$ cat config.mk
export PLATFORM = sky130hd
export DESIGN_NAME = player_motion_ctrl_flat
export DESIGN_NICKNAME = d
export VERILOG_FILES = /design/src/rtl/player_pkg.sv /design/src/rtl/player_motion_ctrl_if.sv /design/src/rtl/btn_sync.sv /design/src/rtl/player_motion_ctrl.sv /design/src/flat_wrapper.sv
export SDC_FILE = /design/constraint.sdc
export NUM_CORES = 1
export LEC_CHECK = 0
export CAP_MARGIN = 20
export CORE_AREA = 2 2 77 116
export CTS_CLUSTER_DIAMETER = 60
export DETAILED_ROUTE_END_ITERATION = 8
export DIE_AREA = 0 0 79 118
export GPL_ROUTABILITY_DRIVEN = 0
export MAX_ROUTING_LAYER = met4
export PLACE_DENSITY = 0.79
export SYNTH_ARGS = -nofsm -noshare
export SYNTH_HDL_FRONTEND = slang
export SYNTH_HIERARCHICAL = 1
export SYNTH_SLANG_ARGS = --single-unit
$ cat constraint.sdc
create_clock -name clk -period 5.71 [get_ports clk]
set_input_delay 1.142 -clock clk [delete_from_list [all_inputs] [get_ports clk]]
set_output_delay 1.142 -clock clk [all_outputs]
set_load 0.01 [all_outputs]
$ cat src/rtl/player_pkg.sv
// Shared definitions for the player sprite: vertical motion states, animation
// direction codes and screen/sprite geometry also used by the draw stage.
package player_pkg;

  typedef enum logic [1:0] {
    ST_GROUND = 2'd0,
    ST_RISE   = 2'd1,
    ST_FALL   = 2'd2
  } vstate_e;

  typedef enum logic [1:0] {
    DIR_IDLE  = 2'b00,
    DIR_LEFT  = 2'b01,
    DIR_RIGHT = 2'b10,
    DIR_AIR   = 2'b11
  } anim_dir_e;

  localparam int BORDER       = 10;
  localparam int SCREEN_X_END = 1429;
  localparam int SCREEN_Y_END = 889;
  localparam int SPRITE_W     = 33;
  localparam int SPRITE_H     = 20;

  localparam int BTN_W     = 5;
  localparam int BTN_UP    = 0;
  localparam int BTN_LEFT  = 1;
  localparam int BTN_RIGHT = 2;
  localparam int BTN_DOWN  = 3;
  localparam int BTN_CTR   = 4;

endpackage

$ cat src/rtl/player_motion_ctrl_if.sv
// Frame-tick/button inputs and sprite position outputs of the motion controller.
interface player_motion_ctrl_if;
  logic        frame_tick;
  logic [4:0]  btn;
  logic [10:0] blkpos_x;
  logic [9:0]  blkpos_y;
  logic [1:0]  anim_dir;
  logic        moving;

  modport master (output frame_tick, btn, input blkpos_x, blkpos_y, anim_dir, moving);
  modport slave  (input frame_tick, btn, output blkpos_x, blkpos_y, anim_dir, moving);
endinterface

$ cat src/rtl/btn_sync.sv
// Two-flop synchroniser for asynchronous push-button inputs.
module btn_sync #(
  parameter int WIDTH = 5
) (
  input  logic             clk,
  input  logic             rst,
  input  logic [WIDTH-1:0] d_i,
  output logic [WIDTH-1:0] q_o
);
  logic [WIDTH-1:0] meta_q;
  logic [WIDTH-1:0] sync_q;

  always_ff @(posedge clk or negedge rst) begin
    if (!rst) begin
      meta_q <= '0;
      sync_q <= '0;
    end else begin
      meta_q <= d_i;
      sync_q <= meta_q;
    end
  end

  assign q_o = sync_q;
endmodule

$ cat src/rtl/player_motion_ctrl.sv
// Frame-locked sprite motion: horizontal walking with wall clamping and a
// ground/rise/fall jump with integer gravity, advanced once per frame_tick.
module player_motion_ctrl
  import player_pkg::*;
#(
  parameter int X_MIN   = BORDER,
  parameter int X_MAX   = SCREEN_X_END - SPRITE_W + 1,
  parameter int Y_MIN   = BORDER,
  parameter int Y_FLOOR = SCREEN_Y_END - SPRITE_H + 1,
  parameter int X_START = 700,
  parameter int STEP_X  = 4,
  parameter int JUMP_V  = 12,
  parameter int GRAVITY = 1,
  parameter int V_MAX   = 15
) (
  input  logic                 clk,
  input  logic                 rst,
  player_motion_ctrl_if.slave  bus
);

  function automatic logic [11:0] sat_dec(input logic [11:0] a, input logic [11:0] d,
                                          input logic [11:0] lo);
    return (a < lo + d) ? lo : a - d;
  endfunction

  function automatic logic [11:0] sat_inc(input logic [11:0] a, input logic [11:0] d,
                                          input logic [11:0] hi);
    return (a + d > hi) ? hi : a + d;
  endfunction

  function automatic logic [5:0] sat_top(input logic [5:0] a, input logic [5:0] hi);
    return (a > hi) ? hi : a;
  endfunction

  logic [BTN_W-1:0] bs;

  btn_sync #(.WIDTH(BTN_W)) u_btn_sync (
    .clk (clk),
    .rst (rst),
    .d_i (bus.btn),
    .q_o (bs)
  );

  logic [10:0] x_q;
  logic [9:0]  y_q;
  logic [4:0]  vy_q;
  vstate_e     st_q;
  logic [1:0]  dir_q;
  logic        mv_q;

  logic [11:0] x_d, y_d, y_cur;
  logic [4:0]  vy_d, vy_rise;
  logic [5:0]  g_fall, v_fall;
  vstate_e     st_d;
  anim_dir_e   dir_d;
  logic        mv_d, left, right;

  always_comb begin
    left    = bs[BTN_LEFT] & ~bs[BTN_RIGHT];
    right   = bs[BTN_RIGHT] & ~bs[BTN_LEFT];
    x_d     = {1'b0, x_q};
    y_cur   = {2'b0, y_q};
    y_d     = y_cur;
    vy_d    = vy_q;
    st_d    = st_q;
    vy_rise = vy_q - 5'(GRAVITY);
    g_fall  = bs[BTN_DOWN] ? 6'(2 * GRAVITY) : 6'(GRAVITY);
    v_fall  = sat_top({1'b0, vy_q} + g_fall, 6'(V_MAX));

    if (left)       x_d = sat_dec({1'b0, x_q}, 12'(STEP_X), 12'(X_MIN));
    else if (right) x_d = sat_inc({1'b0, x_q}, 12'(STEP_X), 12'(X_MAX));

    case (st_q)
      ST_GROUND: begin
        // The take-off tick only loads the velocity; the sprite rises from the next tick.
        if (bs[BTN_UP]) begin
          st_d = ST_RISE;
          vy_d = 5'(JUMP_V);
        end else begin
          y_d = 12'(Y_FLOOR);
        end
      end
      ST_RISE: begin
        if (y_cur < 12'(Y_MIN) + {7'b0, vy_q}) begin
          y_d  = 12'(Y_MIN);
          vy_d = '0;
          st_d = ST_FALL;
        end else begin
          y_d  = y_cur - {7'b0, vy_q};
          vy_d = vy_rise;
          if (vy_rise == '0) st_d = ST_FALL;
        end
      end
      ST_FALL: begin
        if (y_cur + {6'b0, v_fall} >= 12'(Y_FLOOR)) begin
          y_d  = 12'(Y_FLOOR);
          vy_d = '0;
          st_d = ST_GROUND;
        end else begin
          y_d  = y_cur + {6'b0, v_fall};
          vy_d = v_fall[4:0];
        end
      end
      default: begin
        y_d  = 12'(Y_FLOOR);
        vy_d = '0;
        st_d = ST_GROUND;
      end
    endcase

    if (st_d != ST_GROUND) dir_d = DIR_AIR;
    else if (left)         dir_d = DIR_LEFT;
    else if (right)        dir_d = DIR_RIGHT;
    else                   dir_d = DIR_IDLE;

    if (bs[BTN_CTR]) begin
      x_d   = 12'(X_START);
      y_d   = 12'(Y_FLOOR);
      vy_d  = '0;
      st_d  = ST_GROUND;
      dir_d = DIR_IDLE;
    end

    mv_d = (x_d != {1'b0, x_q}) || (y_d != y_cur);
  end

  always_ff @(posedge clk or negedge rst) begin
    if (!rst) begin
      x_q   <= 11'(X_START);
      y_q   <= 10'(Y_FLOOR);
      vy_q  <= '0;
      st_q  <= ST_GROUND;
      dir_q <= DIR_IDLE;
      mv_q  <= 1'b0;
    end else if (bus.frame_tick) begin
      x_q   <= x_d[10:0];
      y_q   <= y_d[9:0];
      vy_q  <= vy_d;
      st_q  <= st_d;
      dir_q <= dir_d;
      mv_q  <= mv_d;
    end
  end

  assign bus.blkpos_x = x_q;
  assign bus.blkpos_y = y_q;
  assign bus.anim_dir = dir_q;
  assign bus.moving   = mv_q;

endmodule
$ cat src/flat_wrapper.sv
// flat-port wrapper written by rule: the top's interface ports become plain ports
module player_motion_ctrl_flat import player_pkg::*;
#(
  parameter int X_MIN   = BORDER,
  parameter int X_MAX   = SCREEN_X_END - SPRITE_W + 1,
  parameter int Y_MIN   = BORDER,
  parameter int Y_FLOOR = SCREEN_Y_END - SPRITE_H + 1,
  parameter int X_START = 700,
  parameter int STEP_X  = 4,
  parameter int JUMP_V  = 12,
  parameter int GRAVITY = 1,
  parameter int V_MAX   = 15
)
  (clk, rst, bus_frame_tick, bus_btn, bus_blkpos_x, bus_blkpos_y, bus_anim_dir, bus_moving);
  player_motion_ctrl_if bus_i ();
  input  logic clk;
  input  logic rst;
  input wire logic [$bits(bus_i.frame_tick)-1:0] bus_frame_tick;
  input wire logic [$bits(bus_i.btn)-1:0] bus_btn;
  output wire logic [$bits(bus_i.blkpos_x)-1:0] bus_blkpos_x;
  output wire logic [$bits(bus_i.blkpos_y)-1:0] bus_blkpos_y;
  output wire logic [$bits(bus_i.anim_dir)-1:0] bus_anim_dir;
  output wire logic [$bits(bus_i.moving)-1:0] bus_moving;
  assign bus_i.frame_tick = bus_frame_tick;
  assign bus_i.btn = bus_btn;
  assign bus_blkpos_x = bus_i.blkpos_x;
  assign bus_blkpos_y = bus_i.blkpos_y;
  assign bus_anim_dir = bus_i.anim_dir;
  assign bus_moving = bus_i.moving;
  player_motion_ctrl #(.X_MIN(X_MIN), .X_MAX(X_MAX), .Y_MIN(Y_MIN), .Y_FLOOR(Y_FLOOR), .X_START(X_START), .STEP_X(STEP_X), .JUMP_V(JUMP_V), .GRAVITY(GRAVITY), .V_MAX(V_MAX)) u_core (.clk(clk), .rst(rst), .bus(bus_i));
endmodule
# == Word-level counts from Yosys, hierarchy flattened ==
# Index checks and enable logic that the tools add are counted.
# word_totals
regBits,41
latch_bits,0
ram_bits,0
rom_bits,0
out_inout_bits,24
elab_cells,61
n_memories,0
# classes
add_sub_neg,7
n_mul,0
div,0
n_lt_le_gt_ge,5
n_eq_ne,5
n_shift,0
mux,27
bitwise,4
reduce_logical,5
# ops
operator,n
$mux 12,8
$pmux 12 s3,1
$mux 2,10
$mux 5,4
$pmux 5 s3,1
$add 11x3->12 const B,1
$ge 12x10->1 const B,1
$gt 12x11->1 const B,1
$lt 10x12->1,1
$ne 12x10->1,1
$ne 12x11->1,1
$sub 11x3->12 const B,1
$add 10x6->11,1
$lt 11x4->1 const B,1
$sub 10x5->11,1
$mux 10,1
$add 4x5->6 const A,1
$add 5x6->6,1
$gt 6x4->1 const B,1
$mux 6,1
$pmux 2 s3,1
$logic_not 5->1,1
$sub 5x1->5 const B,1
$ne 3x3->1 const B,1
other kinds (8),10

# == Logic depth before layout (Yosys ltp) ==
# logic_depth
word_depth,11
mapped_depth,21
depth_no_buf,20

# == By module ==
# The synthesis kept the hierarchy.
# modules_own_cells
module,n_inst,cells_each,area_per_inst_um2
player_motion_ctrl,1,550,4206.5
btn_sync,1,10,250.2

# == Least setup slack after synthesis ==
# No wires, ideal clock.
# synth_path
path_type,flip-flop to flip-flop
from,register u_core.u_btn_sync.sync_q[3] (netlist: u_core/u_btn_sync/q_o[3])
to,register u_core.mv_q (netlist: u_core/bus.moving)
arrival_time_ps,3938
slack_ps,1636
path_stages_with_launch,22
n_path_buf,1
path_cell_list,dfrtp_1 inv_1 ha_1 inv_1 fa_1 nor3_1 nand3_1 o21ai_0 nand2b_1 ha_1 inv_1 fa_1 and3b_1 or2_1 buf_6 xor2_1 o311a_4 o211ai_4 nand2_4 and4_4 a2111oi_2 a31oi_1
# synth_via
elab_chain_cells,11
# synth_rtl
element,line_no,rtl
"start, declared",btn_sync.sv:11,logic [WIDTH-1:0] sync_q;
"start signal, assigned",btn_sync.sv:19,sync_q <= meta_q;
$mux 2 (*),player_motion_ctrl.sv:67,g_fall = bs[BTN_DOWN] ? 6'(2 * GRAVITY) : 6'(GRAVITY);
$add 5x6->6 (*),player_motion_ctrl.sv:68,"v_fall = sat_top({1'b0, vy_q} + g_fall, 6'(V_MAX));"
$gt 6x4->1,player_motion_ctrl.sv:32,return (a > hi) ? hi : a;
$mux 6 (*),player_motion_ctrl.sv:32,
$add 10x6->11 (*),"player_motion_ctrl.sv:95, player_motion_ctrl.sv:100",
$ge 12x10->1,player_motion_ctrl.sv:95,"if (y_cur + {6'b0, v_fall} >= 12'(Y_FLOOR)) begin"
$mux 12 (*),player_motion_ctrl.sv:95,
$pmux 12 s3 (*),player_motion_ctrl.sv:73,case (st_q)
$mux 12 (*),player_motion_ctrl.sv:116,if (bs[BTN_CTR]) begin
$ne 12x10->1 (*),player_motion_ctrl.sv:124,"mv_d = (x_d != {1'b0, x_q}) || (y_d != y_cur);"
$logic_or 1x1->1 (*),player_motion_ctrl.sv:124,
"end signal, assigned",player_motion_ctrl.sv:141,mv_q <= mv_d;
"end, declared",player_motion_ctrl.sv:49,logic mv_q;
# Mark *: on every way between the ends. The rest lies on a longest branch, timed or not.
# A chain may end at the register's enable or synchronous reset.

# == Worst setup path in the final report ==
# layout_path
from,register u_core.vy_q[0]
to,register u_core.mv_q (netlist: u_core/bus.moving)
# layout_via
elab_chain_cells,10
word_cells_on_any_way,14
classes_between,add/sub: 4; order compare: 3; eq/ne: 1; mux: 5; reduce/logical: 1
# layout_rtl
element,line_no,rtl
"start, declared",player_motion_ctrl.sv:46,logic [4:0] vy_q;
"start signal, assigned",player_motion_ctrl.sv:138,vy_q <= vy_d;
$add 5x6->6,player_motion_ctrl.sv:68,
$gt 6x4->1,player_motion_ctrl.sv:32,
$mux 6,player_motion_ctrl.sv:32,
$add 10x6->11,"player_motion_ctrl.sv:95, player_motion_ctrl.sv:100",
$ge 12x10->1,player_motion_ctrl.sv:95,
$mux 12,player_motion_ctrl.sv:95,
$pmux 12 s3 (*),player_motion_ctrl.sv:73,
$mux 12 (*),player_motion_ctrl.sv:116,
$ne 12x10->1 (*),player_motion_ctrl.sv:124,
$logic_or 1x1->1 (*),player_motion_ctrl.sv:124,
# Marked as above.

==> metrics.txt <==
most common cell after layout, fill and taps aside nand2_1; peak supply drop 171 µV; Vias 4839; fmax 212 MHz; Initial Util 0.536; CORE AREA 0.00831 mm²; Hold Crit Class reg -> reg; drt first-iter violations 705; WL per Instance 22.3 µm; post-CTS sizing 0; min Tclk post-route 4.72 ns; Filler cells 771; commonest non-fill, non-tap cells in the layout nand2_1, nor2_1, a21oi_1, o21ai_0, clkdlybuf4s50_1; Ant. Diodes 0; Setup crit end kind flip-flop; Net Switching 0.657 mW; Post-synth EDFFs 0; Adder-Cell Fraction of Synth Area 0.0910; TritonCTS clock tree done; PnR Total Power 1.44 mW; Buf/Inv on CP 2; Post-CTS Hold Fix Bufs 0; Switching Share 0.455; worst hold start u_core/u_btn_sync/meta_q[1]$_DFF_PN0_; largest net degree at the start of global routing 42; Yosys warnings 6; CP Data Arrival Time 4.86 ns; critical path, cell by cell ha_1 -> inv_1 -> fa_1 -> nor3_1 -> nand3_1 -> o21ai_0 -> nand2b_1 -> ha_1 -> inv_1 -> fa_1 -> and3b_1 -> or2_1 -> o41ai_1 -> o31ai_1 -> a2111oi_2 -> xnor2_1 -> o2111ai_1 -> nor4_1 -> a31oi_1; status finished, final reports clean; internal power 0.787 mW; die area 0.00932 mm²; routed wire length 15000 µm; total setup buffers inserted after CTS 0; gr usage total 0.330; CP max stage delay 0.46 ns; Final setup viols 0; initial antenna violation count 0; Netlist cell types 83; worst-path fanout max 7; Die Y 118 µm; Post-Synth Simple-Gate Area 0.246; first-pass GRT wire length 23900 µm; Syn-to-layout area delta 9.55%; Leakage 1.96 nW; Synth area leader dfrtp_1; CP required 5.85 ns; CTS Buffer Depth 2; synthesized cell area 0.00446 mm²; WHS Path Cells 0; MaxCap Viol Count 0; TritonCTS Buffers 5; Post-Syn Instances 560; unrepaired setup endpoints after global routing no; synthesized area per cell 7.96 µm²; CTS Sinks 41; mux cell area share after synthesis 0.0171; skew final 0.00543 ns; drt drc 0; critical path class reg -> reg; # port buffers 31; worst r2r src u_core/vy_q[0]$_DFFE_PN0P_; crit path launch type flip-flop; R2R depth 19; grt ovf 0; Antenna Nets Post-Route 0; Synth async-reset ratio 1.00; clock power share 0.191; critical path's top delay family compound AO/OA/AOI/OAI gates; worst hold margin 0.350 ns; Seq/Total Area, Yosys 0.234; Final Hold Vio Count 0; r2r endpoint u_core/bus.moving$_DFFE_PN0P_; Post-synth top flop dfrtp_1; post-synthesis compound-gate area fraction 0.310; htree depth 2; Die X 79 µm; vias in the first global route 4619; pins over their slew limit 0; Post-Synth XOR/XNOR Area 0.0393; Via-to-Cell Ratio 7.21; # IOs 32; Seq pwr share 0.296; main combinational cell family by area after synthesis compound AO/OA/AOI/OAI gates; 1st-pass router iterations 6; post-layout net count 601; Final period util 0.827; Comb pwr share 0.512; Rows 41; proportion of layout cells with a drive suffix above 1 0.0798; Final Core Density 0.587; worst-skew pair later-pin latency 0.29 ns; PwrDens 296 mW/mm²; Setup TNS Final 0 ns; crit path max-delay cell type dfrtp_1; post-DP HPWL 10800 µm; worst reg2reg setup slack 0.99 ns; relative slew slack 0.293; Worst Hold End u_core/u_btn_sync/q_o[1]$_DFF_PN0_; Synth area leaders dfrtp_1, ha_1, dfstp_2; slew at the pin with the worst max-slew slack 1.05 ns; CTS Root Cell clkbuf_16; clk slew on worst S/H paths 0.06 ns; Yosys top cell area share 0.163; Yosys reg bits 41
==> area by class of cell <==
class / instances / area (µm²) / area share
Multi-Input combinational cell: 454 / 3140 / 0.644
Sequential cell: 41 / 1040 / 0.213
Timing Repair Buffer: 32 / 313 / 0.0641
Tap cell: 107 / 134 / 0.0274
Clock buffer: 7 / 133 / 0.0272
Inverter: 29 / 109 / 0.0223
Clock inverter: 1 / 8.76 / 0.00179
==> flip-flops by register name, indices dropped and copies added (netlist names) <==
signal,cells
u_core/bus.blkpos_x,11
u_core/st_q,2
u_core/bus.blkpos_y,10
u_core/u_btn_sync/q_o,5
u_core/u_btn_sync/meta_q,5
u_core/vy_q,5
u_core/bus.moving,1
u_core/bus.anim_dir,2
==> synth_stat cells, types with 6 or more instances <==
library cell and count:
clkbuf_1 18, a22o_1 8, o2111ai_1 8, a21oi_1 34
nand3_1 24, and2_1 7, and3_1 8, inv_1 28
o22ai_1 6, ha_1 26, a31oi_1 9, o21ai_0 34
a21o_1 8, buf_2 10, nor2_1 41, nand4_1 11
dfstp_2 12, dfrtp_1 29, xor2_1 7, nor2b_1 10
o211ai_1 10, nor3_1 21, nor4_1 9, nand2_1 45
o31ai_1 6, xnor2_1 13, nand2b_1 6, buf_1 6
==> power groups by stage <==
| stage | Sequential (mW) | Clock, mW | Combinational (mW) |
|---|---|---|---|
| after CTS | 0.424 | 0.282 | 0.711 |
| final | 0.428 | 0.276 | 0.740 |
| after detailed placement | 0.428 | 0 | 0.707 |
| after global routing | 0.434 | 0.290 | 0.787 |
| after floorplan | 0.375 | 0 | 0.564 |
| after global placement | 0.428 | 0 | 0.694 |
==> cell families (layout without fill, tap and decap cells) <==
family / count (synthesis) / count (layout)
DFF: 41 / 41
and+or+nand+nor: 209 / 209
adders and majority gates: 30 / 30
xor gates and xnor gates: 20 / 20
AOI/OAI and AO/OA: 186 / 186
buffers and inverters: 66 / 69
muxes: 7 / 7
other: 1 / 2
==> worst max path at each step <==
stage	start	to	slack [ns]	cells past startpoint
final	u_core/vy_q[0]$_DFFE_PN0P_	u_core/bus.moving$_DFFE_PN0P_	0.99	19
after global placement	u_core/u_btn_sync/q_o[3]$_DFF_PN0_	u_core/bus.moving$_DFFE_PN0P_	1.43	20
after global routing	u_core/vy_q[1]$_DFFE_PN0P_	u_core/bus.moving$_DFFE_PN0P_	0.92	18
after floorplan	u_core/u_btn_sync/q_o[3]$_DFF_PN0_	u_core/bus.moving$_DFFE_PN0P_	1.64	21
after CTS	u_core/vy_q[1]$_DFFE_PN0P_	u_core/bus.moving$_DFFE_PN0P_	1.19	18
after detailed placement	u_core/vy_q[1]$_DFFE_PN0P_	u_core/bus.moving$_DFFE_PN0P_	1.22	18
==> layer usage <==
metal  up-vias  GRT usage  share of wire
met1      2196      0.378           0.36
met4         0      0.219          0.078
met5         -          -              0
met3       106     0.0498          0.089
met2       421      0.528           0.48
li1       2116          -              -
==> per-stage QoR <==
| step | std cells | cell area [µm²] | setup slack, ns |
|---|---|---|---|
| after floorplan | 561 | 4460 | 1.64 |
| after CTS | 671 | 4880 | 1.19 |
| after global placement | 663 | 4740 | 1.43 |
| after global routing | 671 | 4880 | 0.920 |
| after detailed placement | 663 | 4740 | 1.22 |
| final | 671 | 4880 | 0.990 |
Power figures use the tool's default switching activity.
